<file path="src/rtl/ccff_loader_pkg.sv">
// Shared definitions for the ccff bitstream loader: FSM state encoding,
// CRC-16-CCITT constants and the bit-serial CRC update step.
package ccff_loader_pkg;

  typedef enum logic [1:0] {
    IDLE   = 2'd0,
    LOAD   = 2'd1,
    VERIFY = 2'd2,
    DONE   = 2'd3
  } ccff_state_e;

  // Plain-vector views of the state encoding, used by the FSM registers
  // and by anything that watches the debug state port.
  localparam logic [1:0] S_IDLE   = IDLE;
  localparam logic [1:0] S_LOAD   = LOAD;
  localparam logic [1:0] S_VERIFY = VERIFY;
  localparam logic [1:0] S_DONE   = DONE;

  localparam logic [15:0] CRC16_POLY = 16'h1021;
  localparam logic [15:0] CRC16_INIT = 16'hFFFF;

  // One bit of CRC-16-CCITT, MSB-first, no reflection.
  function automatic logic [15:0] crc16_step(input logic [15:0] crc, input logic din);
    logic fb;
    fb = crc[15] ^ din;
    return {crc[14:0], 1'b0} ^ (fb ? CRC16_POLY : 16'h0000);
  endfunction

endpackage

</file>
<file path="src/rtl/ccff_crc16_serial.sv">
// Bit-serial CRC-16-CCITT accumulator. clear reloads the init value and
// takes priority over en; en folds one bit in per clock.
module ccff_crc16_serial
  import ccff_loader_pkg::*;
(
  input  logic        clk,
  input  logic        rst,
  input  logic        clear,
  input  logic        en,
  input  logic        din,
  output logic [15:0] crc
);

  // Accumulate one bit per enabled cycle, restart on clear.
  always_ff @(posedge clk or posedge rst) begin
    if (rst) begin
      crc <= CRC16_INIT;
    end else if (clear) begin
      crc <= CRC16_INIT;
    end else if (en) begin
      crc <= crc16_step(crc, din);
    end
  end

endmodule

</file>
<file path="src/rtl/ccff_bitstream_loader.sv">
// Configuration-chain driver for the fabric ccff shift chain.
// Accepts bytes on a valid/ready stream, serializes them MSB first onto
// ccff_head with ccff_shift_en high for exactly CHAIN_LEN bits, and
// optionally recirculates the chain once to compare a readback CRC.
// Build option: define CCFF_READBACK_EN to include the VERIFY pass.
//
// Handshake: a byte moves when cfg_valid && cfg_ready are both high at a
// rising prog_clk edge. cfg_ready never depends on cfg_valid; cfg_data is
// only looked at on a handshake edge.
module ccff_bitstream_loader
  import ccff_loader_pkg::*;
#(
  parameter int CHAIN_LEN = 1024,
  parameter int CNT_W     = $clog2(CHAIN_LEN + 1)
) (
  input  logic       prog_clk,
  input  logic       prog_reset,
  input  logic       start,
  input  logic [7:0] cfg_data,
  input  logic       cfg_valid,
  output logic       cfg_ready,
  output logic       ccff_head,
  output logic       ccff_shift_en,
  input  logic       ccff_tail,
  output logic       busy,
  output logic       done,
  output logic       verify_ok,
  output logic       verify_err,
  output logic [1:0] state_dbg
);

  localparam int NBYTES = (CHAIN_LEN + 7) / 8;
  localparam int BYTE_W = $clog2(NBYTES + 1);
  // Bits taken from the final byte; the low leftovers are dropped.
  localparam logic [3:0] LAST_BITS = (CHAIN_LEN % 8 == 0) ? 4'd8 : 4'(CHAIN_LEN % 8);

`ifdef CCFF_READBACK_EN
  localparam logic [1:0] S_AFTER_LOAD = S_VERIFY;
`else
  localparam logic [1:0] S_AFTER_LOAD = S_DONE;
`endif

  logic [1:0]       state_q;
  logic [7:0]       buf_q;
  logic [3:0]       fill_q;
  logic [BYTE_W-1:0] bytes_q;
  logic [CNT_W-1:0] bit_cnt;
  logic             head_q;
  logic             shift_en_q;

  logic start_go;
  logic emit;
  logic accept;
  logic last_byte;
  logic load_end;
  logic verify_last;

  assign start_go    = start && ((state_q == S_IDLE) || (state_q == S_DONE));
  assign emit        = (state_q == S_LOAD) && (fill_q != 4'd0);
  assign cfg_ready   = (state_q == S_LOAD) && (fill_q <= 4'd1) && (bytes_q < BYTE_W'(NBYTES));
  assign accept      = cfg_valid && cfg_ready;
  assign last_byte   = (bytes_q == BYTE_W'(NBYTES - 1));
  // The head is registered, so LOAD lingers one cycle after the last emit
  // to let the final shift_en cycle reach the chain before moving on.
  assign load_end    = (state_q == S_LOAD) && (bit_cnt == CNT_W'(CHAIN_LEN));
  assign verify_last = (state_q == S_VERIFY) && (bit_cnt == CNT_W'(CHAIN_LEN - 1));

  assign busy      = (state_q == S_LOAD) || (state_q == S_VERIFY);
  assign done      = (state_q == S_DONE);
  assign state_dbg = state_q;

  // Control FSM plus the byte buffer and the registered head/shift_en.
  always_ff @(posedge prog_clk or posedge prog_reset) begin
    if (prog_reset) begin
      state_q    <= S_IDLE;
      buf_q      <= 8'd0;
      fill_q     <= 4'd0;
      bytes_q    <= '0;
      bit_cnt    <= '0;
      head_q     <= 1'b0;
      shift_en_q <= 1'b0;
    end else begin
      shift_en_q <= 1'b0;
      case (state_q)
        S_IDLE, S_DONE: begin
          if (start_go) begin
            state_q <= S_LOAD;
            fill_q  <= 4'd0;
            bytes_q <= '0;
            bit_cnt <= '0;
          end
        end
        S_LOAD: begin
          if (emit) begin
            head_q     <= buf_q[7];
            shift_en_q <= 1'b1;
            bit_cnt    <= bit_cnt + 1'b1;
          end
          if (accept) begin
            buf_q   <= cfg_data;
            fill_q  <= last_byte ? LAST_BITS : 4'd8;
            bytes_q <= bytes_q + 1'b1;
          end else if (emit) begin
            buf_q  <= {buf_q[6:0], 1'b0};
            fill_q <= fill_q - 4'd1;
          end
          if (load_end) begin
            state_q <= S_AFTER_LOAD;
            bit_cnt <= '0;
          end
        end
        S_VERIFY: begin
          bit_cnt <= bit_cnt + 1'b1;
          if (verify_last) begin
            state_q <= S_DONE;
          end
        end
        default: state_q <= S_IDLE;
      endcase
    end
  end

`ifdef CCFF_READBACK_EN
  logic [15:0] load_crc;
  logic [15:0] rb_crc;
  logic        rb_match;
  logic        verify_ok_q;
  logic        verify_err_q;

  // CRC of exactly the bits the chain was clocked with.
  ccff_crc16_serial u_load_crc (
    .clk   (prog_clk),
    .rst   (prog_reset),
    .clear (start_go),
    .en    (shift_en_q),
    .din   (head_q),
    .crc   (load_crc)
  );

  // CRC of the bits coming out of the chain during the recirculation pass.
  ccff_crc16_serial u_rb_crc (
    .clk   (prog_clk),
    .rst   (prog_reset),
    .clear (start_go),
    .en    (state_q == S_VERIFY),
    .din   (ccff_tail),
    .crc   (rb_crc)
  );

  // The last tail bit is still on the wire at the exit edge, so fold it in here.
  assign rb_match = (crc16_step(rb_crc, ccff_tail) == load_crc);

  // Latch the readback verdict on the final VERIFY cycle; a new start clears it.
  always_ff @(posedge prog_clk or posedge prog_reset) begin
    if (prog_reset) begin
      verify_ok_q  <= 1'b0;
      verify_err_q <= 1'b0;
    end else if (start_go) begin
      verify_ok_q  <= 1'b0;
      verify_err_q <= 1'b0;
    end else if (verify_last) begin
      verify_ok_q  <= rb_match;
      verify_err_q <= !rb_match;
    end
  end

  assign verify_ok     = verify_ok_q;
  assign verify_err    = verify_err_q;
  // During VERIFY the chain is fed its own output so it ends where it began.
  assign ccff_head     = (state_q == S_VERIFY) ? ccff_tail : head_q;
  assign ccff_shift_en = (state_q == S_VERIFY) || shift_en_q;
`else
  logic unused_tail;
  assign unused_tail   = ccff_tail;
  assign verify_ok     = 1'b0;
  assign verify_err    = 1'b0;
  assign ccff_head     = head_q;
  assign ccff_shift_en = shift_en_q;
`endif

endmodule
</file>
<file path="config.mk">
export PLATFORM = sky130hd
export DESIGN_NAME = ccff_bitstream_loader
export DESIGN_NICKNAME = d
export VERILOG_FILES = /design/src/rtl/ccff_loader_pkg.sv /design/src/rtl/ccff_crc16_serial.sv /design/src/rtl/ccff_bitstream_loader.sv
export SDC_FILE = /design/constraint.sdc
export NUM_CORES = 1
export LEC_CHECK = 0
export ABC_AREA = 1
export BUFFER_PORTS_ARGS = -buffer_cell sky130_fd_sc_hd__buf_2
export CAP_MARGIN = 30
export CORE_ASPECT_RATIO = 0.75
export CORE_MARGIN = 2
export CORE_UTILIZATION = 55
export DETAILED_ROUTE_END_ITERATION = 10
export GPL_ROUTABILITY_DRIVEN = 0
export PLACE_DENSITY = 0.83
export SLEW_MARGIN = 20
export SYNTH_ARGS = -nofsm -noshare
export SYNTH_HDL_FRONTEND = slang
export SYNTH_SLANG_ARGS = --single-unit
</file>
<file path="constraint.sdc">
create_clock -name prog_clk -period 2.4 [get_ports prog_clk]
set_input_delay 0.24 -clock prog_clk [delete_from_list [all_inputs] [get_ports prog_clk]]
set_output_delay 0.24 -clock prog_clk [all_outputs]
set_load 0.005 [all_outputs]
</file>
==> reports/results.ini <==
[power_and_ir_drop]
power_leakage_nw=1.22
power_frac_comb_pct=50.5
switching_share_pct=45.3
ir_worst_vdd_mv=0.584
power_switching_mw=1.15
p_clk_share_pct=16.0
cell_internal_pwr_mw=1.39
pwr_density_cell_nw_per_um2=1060
seqPwrFrac_pct=33.5

[cts]
path_clk_slew_ps=70
cts-root-buf=clkbuf_8
cts_tree=done
cts.sinks=35
clock_path_buffers=2
htreeDepth=2
holdBufCountCts=0
numCtsBuffers=5
cts_setup_buffers=0
clk_latency_ps=280
cts-resized-gates=0

[synthesis]
synth_area_per_cell_um2=7.58
synth_compound_gate_area_share_pct=9.28
syn_area_um2=2200
yosysWarnings=0
yosys.area_share.xor_xnor_pct=4.38
post_synth_fa_ha_maj_area_fraction_pct=5.12
ys_seq_elements=35
synth_largest_area_cell=dfrtp_1
ys_seq_area_share_pct=39.8
syn_inst=290
synth.area.top_cells=dfrtp_1, nand2_1, nor2_1
yosysTopAreaCellShare_pct=39.8
synth_cell_types=31
yosys.area_share.simple_pct=32.8
synth_top_family_by_area=simple AND/OR/NAND/NOR gates
yosys-mux-area-fraction_pct=0

[die]
die_y_um=58.8
row_count=19
floorplan.initialDensity_pct=58.5
die_w_um=77
ios=22
coreArea_um2=3760
die-area_um2=4520

[sta]
setup_tns_ps=0
finalHoldViolCount=0
hold_ws_ps=28.8
post-route-period-util_pct=82.2
max_freq_ghz=0.507
rsz0062_at_grt=false
fin_crit_ps=1970
fin_skew_ps=8.76
maxSlewViolCount=0
setup_violations=0

[place]
dp_hpwl_mm=3.16
port-buffer-count=18

[drt]
avgViaCountPerCell=5.22
first_pass_iters=4
wirelength_mm=4.35
antenna_left=0
drc_errors=0
num_vias=1901
wl_per_cell_um=12.0
drt_iter0_markers=140

[global_route]
grt_overflow=0
grt_pass1_wl_mm=7.67
grt_pass1_vias=1716
antenna_found_initial=0
grt.total_usage_pct=21.4
grt_max_degree=36

[finish]
area_growth_pct=9.05
layout-drive-gt1-share_pct=17.3
diodes=0
nets=333
final_common_cell=nand2_1
layout_common_cells=nand2_1, dfrtp_1, nor2_1

[job]
cap_violations=0

[setup_path]
r2r-end=bytes_q[1]
endpoint_kind=flop
rr_startpoint=state_dbg[0]
cp_max_fo=9
worst_ep_arrival_time_ps=2190
startpoint_type=flop
worstSetupPathType=reg -> reg
r2r_cells=9
rrSetupSlack_ps=430
required_ps=2620

[outcome]
status=complete, no violations

[min_path]
hold_path.class=in -> async

==> through the flow <==
step	std cells	instance area, µm²	setup slack [ps]	utilization (%)	total power [mW]
final	364	2400	427	63.8	2.54
after global routing	364	2400	272	63.8	2.77
after floorplan	291	2200	665	-	1.89
after global placement	356	2320	494	61.7	2.09
after CTS	364	2400	435	63.8	2.55
after detailed placement	356	2320	448	61.7	2.14
==> worst max-delay path: stages, from the launching register on <==
cell and delay, ps:
dfrtp_1 410, inv_1 70, ha_1 380, inv_2 230, nor2_4 50, inv_2 120
o21ai_2 80, nor2_1 350, nand3_1 120, nand2_1 90
==> area by class of cell <==
type | count | area, µm²
clock buffer | 7 | 76.3
clock inverter | 1 | 5.00
fill | 326 | 1360
inverter | 30 | 113
multi-input combinational | 217 | 1140
sequential | 35 | 876
tap | 52 | 65.1
timing repair buffer | 22 | 120
==> sequential cells by signal, indices dropped and copies added, names as in the netlist <==
signal / flops
fill_q: 4
state_dbg: 2
bytes_q: 8
bit_cnt: 11
ccff_shift_en: 1
ccff_head: 1
buf_q: 8
==> logic make-up after synthesis <==
logic type / after synthesis
DFF: 35
and+or+nand+nor: 162
AOI/OAI and AO/OA: 33
buffers and inverters: 39
xor gates and xnor gates: 11
other: 1
adders and majority gates: 9
==> cell usage after synthesis, drive strengths merged <==
| cell type | number |
|---|---|
| a21oi | 7 |
| a31oi | 6 |
| buf | 6 |
| clkbuf | 3 |
| clkinv | 1 |
| conb | 1 |
| dfrtp | 35 |
| ha | 9 |
| inv | 29 |
| nand2 | 92 |
| nand3 | 27 |
| nand4 | 4 |
| nor2 | 33 |
| nor3 | 4 |
| nor4 | 1 |
| o21ai | 15 |
| o21bai | 3 |
| o31ai | 2 |
| or2 | 1 |
| xnor2 | 2 |
| xor2 | 9 |
==> layer usage <==
layer | track usage (%) | vias up | share of wire (%)
met5 | 0 | - | 0
met4 | 7.65 | 0 | 0.90
met3 | 4.29 | 4 | 5.2
met2 | 33.1 | 46 | 44
met1 | 30.3 | 882 | 50
li1 | - | 969 | -
==> power groups by stage <==
stage	clock, mW	combinational (mW)	sequential (mW)
CTS	0.421	1.28	0.847
detailed placement	0	1.28	0.857
floorplan	0	1.04	0.843
finish	0.407	1.28	0.850
global route	0.450	1.45	0.869
global placement	0	1.24	0.852
==> how the worst max path moves through the flow <==
stage | from | endpoint | slack (ps) | cells after the start
after floorplan | state_dbg[0] | bytes_q[0] | 660 | 10
after global placement | state_dbg[0] | bit_cnt[7] | 490 | 10
after detailed placement | state_dbg[0] | bytes_q[1] | 450 | 9
after CTS | state_dbg[0] | bytes_q[1] | 430 | 9
after global routing | state_dbg[0] | bytes_q[1] | 270 | 9
final | state_dbg[0] | bytes_q[1] | 430 | 9
Power figures use the tool's default switching activity.
